==> config.mk <==
export PLATFORM = sky130hd
export DESIGN_NAME = order_book_engine_flat
export DESIGN_NICKNAME = d
export VERILOG_FILES = /design/src/rtl/order_book_engine_if.sv /design/src/rtl/order_book_engine.sv /design/src/flat_wrapper.sv
export SDC_FILE = /design/constraint.sdc
export NUM_CORES = 2
export LEC_CHECK = 0
export ABC_AREA = 0
export CORE_UTILIZATION = 35
export CTS_BUF_LIST = sky130_fd_sc_hd__clkbuf_4
export DETAILED_ROUTE_END_ITERATION = 8
export PLACE_DENSITY_LB_ADDON = 0.05
export SLEW_MARGIN = 20
export SYNTH_ARGS = -nofsm -noshare
export SYNTH_HDL_FRONTEND = slang
export SYNTH_SLANG_ARGS = --single-unit
==> constraint.sdc <==
create_clock -name CLK -period 15.7 [get_ports CLK]
set_input_delay 3.925 -clock CLK [delete_from_list [all_inputs] [get_ports CLK]]
set_output_delay 3.925 -clock CLK [all_outputs]
set_load 0.01 [all_outputs]
==> src/rtl/order_book_engine_if.sv <==
// Command / trade / completion bus of the order book engine.
interface order_book_engine_if #(
  parameter int PRICE_W = 8,
  parameter int QTY_W   = 8,
  parameter int ID_W    = 8,
  parameter int CNT_W   = 5
);
  logic               cmd_valid;
  logic               cmd_ready;
  logic               cmd_cancel;
  logic               cmd_side;
  logic               cmd_ioc;
  logic [PRICE_W-1:0] cmd_price;
  logic [QTY_W-1:0]   cmd_qty;
  logic [ID_W-1:0]    cmd_id;
  logic               trade_valid;
  logic               trade_ready;
  logic [PRICE_W-1:0] trade_price;
  logic [QTY_W-1:0]   trade_qty;
  logic [ID_W-1:0]    buy_id;
  logic [ID_W-1:0]    sell_id;
  logic               done_valid;
  logic [2:0]         done_code;
  logic [CNT_W-1:0]   bid_count;
  logic [CNT_W-1:0]   ask_count;

  modport master (
    output cmd_valid, cmd_cancel, cmd_side, cmd_ioc, cmd_price, cmd_qty, cmd_id, trade_ready,
    input  cmd_ready, trade_valid, trade_price, trade_qty, buy_id, sell_id,
           done_valid, done_code, bid_count, ask_count
  );
  modport slave (
    input  cmd_valid, cmd_cancel, cmd_side, cmd_ioc, cmd_price, cmd_qty, cmd_id, trade_ready,
    output cmd_ready, trade_valid, trade_price, trade_qty, buy_id, sell_id,
           done_valid, done_code, bid_count, ask_count
  );
endinterface

==> src/rtl/order_book_engine.sv <==
// Limit order book with price-time matching, partial fills, resting and cancel-by-id.
// Optional feature macro: IOC_ORDER_EN (immediate-or-cancel orders never rest).
module order_book_engine #(
  parameter int DEPTH   = 16,
  parameter int PRICE_W = 8,
  parameter int QTY_W   = 8,
  parameter int ID_W    = 8,
  parameter int SEQ_W   = 8
) (
  input logic CLK,
  input logic RESET_N,
  order_book_engine_if.slave ifc
);
  localparam int IDX_W = $clog2(DEPTH);

  typedef struct packed {
    logic               vld;
    logic [PRICE_W-1:0] price;
    logic [QTY_W-1:0]   qty;
    logic [ID_W-1:0]    id;
    logic [SEQ_W-1:0]   stamp;
  } entry_t;

  typedef enum logic [2:0] {S_IDLE, S_SEARCH, S_TRADE, S_INSERT, S_CANCEL, S_DONE} state_t;

  localparam logic [2:0] RC_RESTED = 3'd0, RC_FILLED = 3'd1, RC_CANCELLED = 3'd2,
                         RC_MISS   = 3'd3, RC_REJECT = 3'd4;

  state_t             state_q, state_d;
  logic [IDX_W-1:0]   idx_q, idx_d;
  logic               side_q, side_d;
  logic [PRICE_W-1:0] price_q, price_d;
  logic [QTY_W-1:0]   rem_q, rem_d;
  logic [ID_W-1:0]    id_q, id_d;
  logic               cand_vld_q, cand_vld_d;
  logic [IDX_W-1:0]   cand_idx_q, cand_idx_d;
  logic [PRICE_W-1:0] cand_price_q, cand_price_d;
  logic [QTY_W-1:0]   cand_qty_q, cand_qty_d;
  logic [ID_W-1:0]    cand_id_q, cand_id_d;
  logic [SEQ_W-1:0]   cand_stamp_q, cand_stamp_d;
  logic [SEQ_W-1:0]   age_q, age_d;
  logic               tr_vld_q, tr_vld_d;
  logic [PRICE_W-1:0] tr_price_q, tr_price_d;
  logic [QTY_W-1:0]   tr_qty_q, tr_qty_d;
  logic [ID_W-1:0]    tr_buy_q, tr_buy_d;
  logic [ID_W-1:0]    tr_sell_q, tr_sell_d;
  logic               done_vld_q, done_vld_d;
  logic [2:0]         done_code_q, done_code_d;
  entry_t             bid_q [DEPTH];
  entry_t             bid_d [DEPTH];
  entry_t             ask_q [DEPTH];
  entry_t             ask_d [DEPTH];

`ifdef IOC_ORDER_EN
  logic ioc_q, ioc_d;
`else
  logic unused_ioc;
  assign unused_ioc = ifc.cmd_ioc;
`endif

  // Entry under the scan pointer on the opposite side (matching) and own side (cancel)
  entry_t           opp_e, own_e;
  logic             eligible, better_price, older, take, last;
  logic [SEQ_W-1:0] stamp_diff;
  logic             fin_vld;
  logic [PRICE_W-1:0] fin_price;
  logic [QTY_W-1:0] fin_qty, fill;
  logic [ID_W-1:0]  fin_id;
  logic             free_found;
  logic [IDX_W-1:0] free_idx;
  logic [IDX_W:0]   bid_cnt, ask_cnt;

  assign opp_e = side_q ? bid_q[idx_q] : ask_q[idx_q];
  assign own_e = side_q ? ask_q[idx_q] : bid_q[idx_q];

  always_comb begin
    eligible     = opp_e.vld && (side_q ? (opp_e.price >= price_q) : (opp_e.price <= price_q));
    better_price = side_q ? (opp_e.price > cand_price_q) : (opp_e.price < cand_price_q);
    stamp_diff   = opp_e.stamp - cand_stamp_q;
    older        = stamp_diff[SEQ_W-1];
    take         = eligible && (!cand_vld_q || better_price ||
                                ((opp_e.price == cand_price_q) && older));
    last         = (idx_q == IDX_W'(DEPTH-1));
    fin_vld      = take || cand_vld_q;
    fin_price    = take ? opp_e.price : cand_price_q;
    fin_qty      = take ? opp_e.qty   : cand_qty_q;
    fin_id       = take ? opp_e.id    : cand_id_q;
    fill         = (rem_q < fin_qty) ? rem_q : fin_qty;
  end

  always_comb begin
    free_found = 1'b0;
    free_idx   = '0;
    bid_cnt    = '0;
    ask_cnt    = '0;
    for (int i = DEPTH-1; i >= 0; i--) begin
      if (!(side_q ? ask_q[i].vld : bid_q[i].vld)) begin
        free_found = 1'b1;
        free_idx   = IDX_W'(i);
      end
      bid_cnt = bid_cnt + (IDX_W+1)'(bid_q[i].vld);
      ask_cnt = ask_cnt + (IDX_W+1)'(ask_q[i].vld);
    end
  end

  always_comb begin
    state_d      = state_q;
    idx_d        = idx_q;
    side_d       = side_q;
    price_d      = price_q;
    rem_d        = rem_q;
    id_d         = id_q;
    cand_vld_d   = cand_vld_q;
    cand_idx_d   = cand_idx_q;
    cand_price_d = cand_price_q;
    cand_qty_d   = cand_qty_q;
    cand_id_d    = cand_id_q;
    cand_stamp_d = cand_stamp_q;
    age_d        = age_q;
    tr_vld_d     = tr_vld_q;
    tr_price_d   = tr_price_q;
    tr_qty_d     = tr_qty_q;
    tr_buy_d     = tr_buy_q;
    tr_sell_d    = tr_sell_q;
    done_code_d  = done_code_q;
    bid_d        = bid_q;
    ask_d        = ask_q;
`ifdef IOC_ORDER_EN
    ioc_d        = ioc_q;
`endif
    unique case (state_q)
      S_IDLE: if (ifc.cmd_valid) begin
        side_d     = ifc.cmd_side;
        price_d    = ifc.cmd_price;
        rem_d      = ifc.cmd_qty;
        id_d       = ifc.cmd_id;
        idx_d      = '0;
        cand_vld_d = 1'b0;
`ifdef IOC_ORDER_EN
        ioc_d      = ifc.cmd_ioc;
`endif
        if (ifc.cmd_cancel) state_d = S_CANCEL;
        else if (ifc.cmd_qty == '0) begin
          state_d     = S_DONE;
          done_code_d = RC_REJECT;
        end else state_d = S_SEARCH;
      end
      S_SEARCH: begin
        if (take) begin
          cand_vld_d   = 1'b1;
          cand_idx_d   = idx_q;
          cand_price_d = opp_e.price;
          cand_qty_d   = opp_e.qty;
          cand_id_d    = opp_e.id;
          cand_stamp_d = opp_e.stamp;
        end
        if (!last) idx_d = idx_q + IDX_W'(1);
        else if (fin_vld) begin
          state_d    = S_TRADE;
          tr_vld_d   = 1'b1;
          tr_price_d = fin_price;
          tr_qty_d   = fill;
          tr_buy_d   = side_q ? fin_id : id_q;
          tr_sell_d  = side_q ? id_q : fin_id;
        end
`ifdef IOC_ORDER_EN
        else if (ioc_q) begin
          state_d     = S_DONE;
          done_code_d = 3'd5;
        end
`endif
        else state_d = S_INSERT;
      end
      S_TRADE: if (ifc.trade_ready) begin
        tr_vld_d = 1'b0;
        if (side_q) begin
          bid_d[cand_idx_q].qty = bid_q[cand_idx_q].qty - tr_qty_q;
          if (bid_q[cand_idx_q].qty == tr_qty_q) bid_d[cand_idx_q].vld = 1'b0;
        end else begin
          ask_d[cand_idx_q].qty = ask_q[cand_idx_q].qty - tr_qty_q;
          if (ask_q[cand_idx_q].qty == tr_qty_q) ask_d[cand_idx_q].vld = 1'b0;
        end
        rem_d = rem_q - tr_qty_q;
        if (rem_q == tr_qty_q) begin
          state_d     = S_DONE;
          done_code_d = RC_FILLED;
        end else begin
          state_d    = S_SEARCH;
          idx_d      = '0;
          cand_vld_d = 1'b0;
        end
      end
      S_INSERT: begin
        state_d = S_DONE;
        if (free_found) begin
          if (side_q) ask_d[free_idx] = '{1'b1, price_q, rem_q, id_q, age_q};
          else        bid_d[free_idx] = '{1'b1, price_q, rem_q, id_q, age_q};
          age_d       = age_q + SEQ_W'(1);
          done_code_d = RC_RESTED;
        end else done_code_d = RC_REJECT;
      end
      S_CANCEL: begin
        if (own_e.vld && (own_e.id == id_q)) begin
          if (side_q) ask_d[idx_q].vld = 1'b0;
          else        bid_d[idx_q].vld = 1'b0;
          state_d     = S_DONE;
          done_code_d = RC_CANCELLED;
        end else if (last) begin
          state_d     = S_DONE;
          done_code_d = RC_MISS;
        end else idx_d = idx_q + IDX_W'(1);
      end
      S_DONE:  state_d = S_IDLE;
      default: state_d = S_IDLE;
    endcase
    done_vld_d = (state_d == S_DONE);
  end

  always_ff @(posedge CLK or negedge RESET_N) begin
    if (!RESET_N) begin
      state_q      <= S_IDLE;
      idx_q        <= '0;
      side_q       <= 1'b0;
      price_q      <= '0;
      rem_q        <= '0;
      id_q         <= '0;
      cand_vld_q   <= 1'b0;
      cand_idx_q   <= '0;
      cand_price_q <= '0;
      cand_qty_q   <= '0;
      cand_id_q    <= '0;
      cand_stamp_q <= '0;
      age_q        <= '0;
      tr_vld_q     <= 1'b0;
      tr_price_q   <= '0;
      tr_qty_q     <= '0;
      tr_buy_q     <= '0;
      tr_sell_q    <= '0;
      done_vld_q   <= 1'b0;
      done_code_q  <= '0;
      for (int i = 0; i < DEPTH; i++) begin
        bid_q[i] <= '0;
        ask_q[i] <= '0;
      end
    end else begin
      state_q      <= state_d;
      idx_q        <= idx_d;
      side_q       <= side_d;
      price_q      <= price_d;
      rem_q        <= rem_d;
      id_q         <= id_d;
      cand_vld_q   <= cand_vld_d;
      cand_idx_q   <= cand_idx_d;
      cand_price_q <= cand_price_d;
      cand_qty_q   <= cand_qty_d;
      cand_id_q    <= cand_id_d;
      cand_stamp_q <= cand_stamp_d;
      age_q        <= age_d;
      tr_vld_q     <= tr_vld_d;
      tr_price_q   <= tr_price_d;
      tr_qty_q     <= tr_qty_d;
      tr_buy_q     <= tr_buy_d;
      tr_sell_q    <= tr_sell_d;
      done_vld_q   <= done_vld_d;
      done_code_q  <= done_code_d;
      bid_q        <= bid_d;
      ask_q        <= ask_d;
    end
  end

`ifdef IOC_ORDER_EN
  always_ff @(posedge CLK or negedge RESET_N) begin
    if (!RESET_N) ioc_q <= 1'b0;
    else          ioc_q <= ioc_d;
  end
`endif

  assign ifc.cmd_ready   = (state_q == S_IDLE) && RESET_N;
  assign ifc.trade_valid = tr_vld_q;
  assign ifc.trade_price = tr_price_q;
  assign ifc.trade_qty   = tr_qty_q;
  assign ifc.buy_id      = tr_buy_q;
  assign ifc.sell_id     = tr_sell_q;
  assign ifc.done_valid  = done_vld_q;
  assign ifc.done_code   = done_code_q;
  assign ifc.bid_count   = bid_cnt;
  assign ifc.ask_count   = ask_cnt;
endmodule
==> src/flat_wrapper.sv <==
// flat-port wrapper written by rule: the top's interface ports become plain ports
module order_book_engine_flat 
#(
  parameter int DEPTH   = 16,
  parameter int PRICE_W = 8,
  parameter int QTY_W   = 8,
  parameter int ID_W    = 8,
  parameter int SEQ_W   = 8
)
  (CLK, RESET_N, ifc_cmd_valid, ifc_cmd_cancel, ifc_cmd_side, ifc_cmd_ioc, ifc_cmd_price, ifc_cmd_qty, ifc_cmd_id, ifc_trade_ready, ifc_cmd_ready, ifc_trade_valid, ifc_trade_price, ifc_trade_qty, ifc_buy_id, ifc_sell_id, ifc_done_valid, ifc_done_code, ifc_bid_count, ifc_ask_count);
  order_book_engine_if #(.PRICE_W(PRICE_W), .QTY_W(QTY_W), .ID_W(ID_W)) ifc_i ();
  input logic CLK;
  input logic RESET_N;
  input wire logic [$bits(ifc_i.cmd_valid)-1:0] ifc_cmd_valid;
  input wire logic [$bits(ifc_i.cmd_cancel)-1:0] ifc_cmd_cancel;
  input wire logic [$bits(ifc_i.cmd_side)-1:0] ifc_cmd_side;
  input wire logic [$bits(ifc_i.cmd_ioc)-1:0] ifc_cmd_ioc;
  input wire logic [$bits(ifc_i.cmd_price)-1:0] ifc_cmd_price;
  input wire logic [$bits(ifc_i.cmd_qty)-1:0] ifc_cmd_qty;
  input wire logic [$bits(ifc_i.cmd_id)-1:0] ifc_cmd_id;
  input wire logic [$bits(ifc_i.trade_ready)-1:0] ifc_trade_ready;
  output wire logic [$bits(ifc_i.cmd_ready)-1:0] ifc_cmd_ready;
  output wire logic [$bits(ifc_i.trade_valid)-1:0] ifc_trade_valid;
  output wire logic [$bits(ifc_i.trade_price)-1:0] ifc_trade_price;
  output wire logic [$bits(ifc_i.trade_qty)-1:0] ifc_trade_qty;
  output wire logic [$bits(ifc_i.buy_id)-1:0] ifc_buy_id;
  output wire logic [$bits(ifc_i.sell_id)-1:0] ifc_sell_id;
  output wire logic [$bits(ifc_i.done_valid)-1:0] ifc_done_valid;
  output wire logic [$bits(ifc_i.done_code)-1:0] ifc_done_code;
  output wire logic [$bits(ifc_i.bid_count)-1:0] ifc_bid_count;
  output wire logic [$bits(ifc_i.ask_count)-1:0] ifc_ask_count;
  assign ifc_i.cmd_valid = ifc_cmd_valid;
  assign ifc_i.cmd_cancel = ifc_cmd_cancel;
  assign ifc_i.cmd_side = ifc_cmd_side;
  assign ifc_i.cmd_ioc = ifc_cmd_ioc;
  assign ifc_i.cmd_price = ifc_cmd_price;
  assign ifc_i.cmd_qty = ifc_cmd_qty;
  assign ifc_i.cmd_id = ifc_cmd_id;
  assign ifc_i.trade_ready = ifc_trade_ready;
  assign ifc_cmd_ready = ifc_i.cmd_ready;
  assign ifc_trade_valid = ifc_i.trade_valid;
  assign ifc_trade_price = ifc_i.trade_price;
  assign ifc_trade_qty = ifc_i.trade_qty;
  assign ifc_buy_id = ifc_i.buy_id;
  assign ifc_sell_id = ifc_i.sell_id;
  assign ifc_done_valid = ifc_i.done_valid;
  assign ifc_done_code = ifc_i.done_code;
  assign ifc_bid_count = ifc_i.bid_count;
  assign ifc_ask_count = ifc_i.ask_count;
  order_book_engine #(.DEPTH(DEPTH), .PRICE_W(PRICE_W), .QTY_W(QTY_W), .ID_W(ID_W), .SEQ_W(SEQ_W)) u_core (.CLK(CLK), .RESET_N(RESET_N), .ifc(ifc_i));
endmodule
==> out/metrics.cfg <==
[run_status]
outcome = complete, no violations

[grt]
grt_pass1_wl_um = 365000
use_met1 = 0.378
grt_overflow = 0
grt_usage = 0.282
grt_max_degree = 167
use_met2 = 0.442
grt_pass1_vias = 48800
antenna_found_initial = 9
met3_usage = 0.0495
top_usage_layer = met2

[layout]
layout_commonest_cell = dfrtp_1
fin_nets = 5624
drive_gt1_frac = 0.295
fin_cells = 8084
area_growth_pct = 11.8
layout_common_cells = dfrtp_1 (1161), nand2_1 (680), clkbuf_4 (535)
final_util = 0.395

[sta]
slew_viol_final = 0
setup_ws_ns = 5.90
period_minus_slack_ns = 9.80
setup_violations = 0
skew_ns = 0.0857
finalHoldViolCount = 0
timing.final.crit_share = 0.624
tightest_slew_ns = 1.19
rsz0062_at_grt = no
max_freq_mhz = 102
tns_ns = 0
hold_slack_ns = 0.472
relSlewSlack = 0.197

[worst_setup_path]
crit_arrival_ns = 5.87
ff2ff_setup_slack_ns = 6.89
r2r_end = u_core.ifc.trade_qty[4]
critPathMaxFanout = 5
required_ns = 11.77
reg2reg_from = u_core.idx_q[1]
critPathCaptureType = output pin
startpoint_type = register
path_class = register to output pin
ff2ff_path_depth = 24

[clock_network]
path_clk_slew_ns = 0.07
postCtsSetupBuffers = 0
post_cts_resized = 0
clock_path_buffers = 4
tritoncts = done
numClockSinks = 1170
h-tree-depth = 5
hold_buffers = 0
numCtsBuffers = 359
clock-root-buffer = clkbuf_4
clk_latency_ns = 1.37

[worst_hold_path]
hold_depth = 2
hold_path.class = register to register

[synth]
synth-seq-cells = 1170
syn_area_per_cell_um2 = 11.6
yosysUniqueCellTypes = 90
async_flop_share = 1.00
syn_nets = 5492
yosysSeqAreaShare = 0.468
synth_ff_type = dfrtp_1
synth_area_um2 = 62500
synth_cells = 5373
synth-edff-count = 0
yosysWarnings = 0

[floorplanning]
num_rows = 154
die_h_um = 425
initial_core_util = 0.354
core_area_um2 = 177000
die_x_um = 425
die_area_um2 = 180000
io_pins = 79

[route]
drcViolationCount = 0
drt_iter0_drc = 3720
wire_per_inst_um = 31.5
dr.pass1.iters = 6
drt-total-wl_um = 255000
vias_per_cell = 5.93
route.vias.total = 47900
detail-route-antenna-nets = 0

[placement]
dp_hpwl_um = 160000
port_buffers = 77
dp_slack_ns = 6.57
routabilityCongestion = 0.942
dp.cells = 7484

[power]
vdd_ir_drop_max_mv = 0.175
cellPowerDensity_nw_per_um2 = 158
leakagePower_uw = 0.0307

[job]
maxCapViolCount = 0

## layer usage
metal / vias up / share of wire
met3: 591 / 0.060
met4: 0 / 0.051
met5: - / 0
li1: 20400 / -
met2: 1865 / 0.46
met1: 25000 / 0.43
## cell type report
type                    instances  area [um^2]
diodes                         12         30.0
clock buffers                 535         4020
flip-flops and latches       1170        29300
inverters                     120          452
well taps                    2340         2930
fillers                     17400       107000
clock inverters                53          308
multi-input cells            3611        30800
repair buffers                243         2080
## cells in the mapped netlist, types with 8 or more instances
library cell,number,share of area
a211o_1,10,0.0014
a211oi_1,14,0.0017
a21boi_0,9,0.0011
a21o_1,23,0.0028
a21oi_1,203,0.016
a221oi_1,41,0.0057
a222oi_1,51,0.0082
a22o_1,82,0.011
a22oi_1,77,0.0092
a2bb2oi_1,9,0.0013
a31oi_1,23,0.0023
a32o_1,8,0.0013
and2_1,38,0.0038
and3_1,11,0.0011
buf_1,51,0.0031
buf_2,45,0.0036
buf_4,24,0.0029
buf_6,29,0.0052
clkbuf_1,319,0.019
dfrtp_1,1170,0.47
fa_1,23,0.0074
ha_1,65,0.013
inv_1,116,0.0070
mux2_1,31,0.0056
mux2_2,518,0.093
mux2i_1,143,0.023
mux4_2,360,0.13
nand2_1,690,0.041
nand2b_1,20,0.0020
nand3_1,73,0.0058
nand3b_1,8,0.00096
nand4_1,11,0.0011
nor2_1,175,0.011
nor2b_1,24,0.0024
nor3_1,35,0.0028
o211ai_1,30,0.0036
o21a_1,16,0.0019
o21ai_0,510,0.041
o21ai_1,8,0.00064
o22ai_1,65,0.0065
o2bb2ai_1,23,0.0032
o31ai_1,10,0.0012
or3_1,9,0.00090
xnor2_1,21,0.0029
xor2_1,16,0.0022
## where the power goes
group | internal, uW | leakage [uW] | switching [uW]
clock network | 1600 | 0.00262 | 1420
logic | 1390 | 0.0120 | 3200
registers | 3140 | 0.0160 | 267
## cells by family (layout without fill, tap and decap cells)
logic type / after synthesis / after routing / synth area share
AO/OA/AOI/OAI: 1288 / 1288 / 0.132
flip-flops: 1170 / 1170 / 0.468
AND/OR/NAND/NOR: 1144 / 1144 / 0.0801
multiplexers: 1053 / 1053 / 0.252
buffers and inverters: 592 / 951 / 0.0420
adder cells (fa/ha/maj): 88 / 88 / 0.0204
XOR/XNOR: 38 / 38 / 0.00544
other: 0 / 12 / 0
## how the worst max path moves through the flow
stage / to / slack [ns] / depth (start not counted)
after floorplan: ifc_cmd_ready / 7.70 / 1
after global placement: u_core.ifc.trade_qty[4] / 6.55 / 24
after detailed placement: u_core.ifc.trade_qty[4] / 6.57 / 24
after CTS: ifc_bid_count[2] / 5.75 / 11
after global routing: ifc_bid_count[2] / 5.71 / 11
final: ifc_bid_count[2] / 5.90 / 11
## per-stage QoR
stage                     area (um^2)  power [uW]
after floorplan                 62500        5970
after global placement          65600        8010
after detailed placement        65600        8010
after CTS                       69900       11100
after global routing            69900       11500
final                           69900       11000
## worst max-delay path, stage by stage (launching register included)
cell and delay, ns:
dfrtp_1 0.48, ha_1 0.32, inv_1 0.07, fa_1 0.43, fa_1 0.51, fa_1 0.43, fa_1 0.49, inv_1 0.05
fa_1 0.41, fa_1 0.47, xor2_1 0.27, clkdlybuf4s50_1 0.59
No activity file was read; power rests on OpenSTA's default activity.
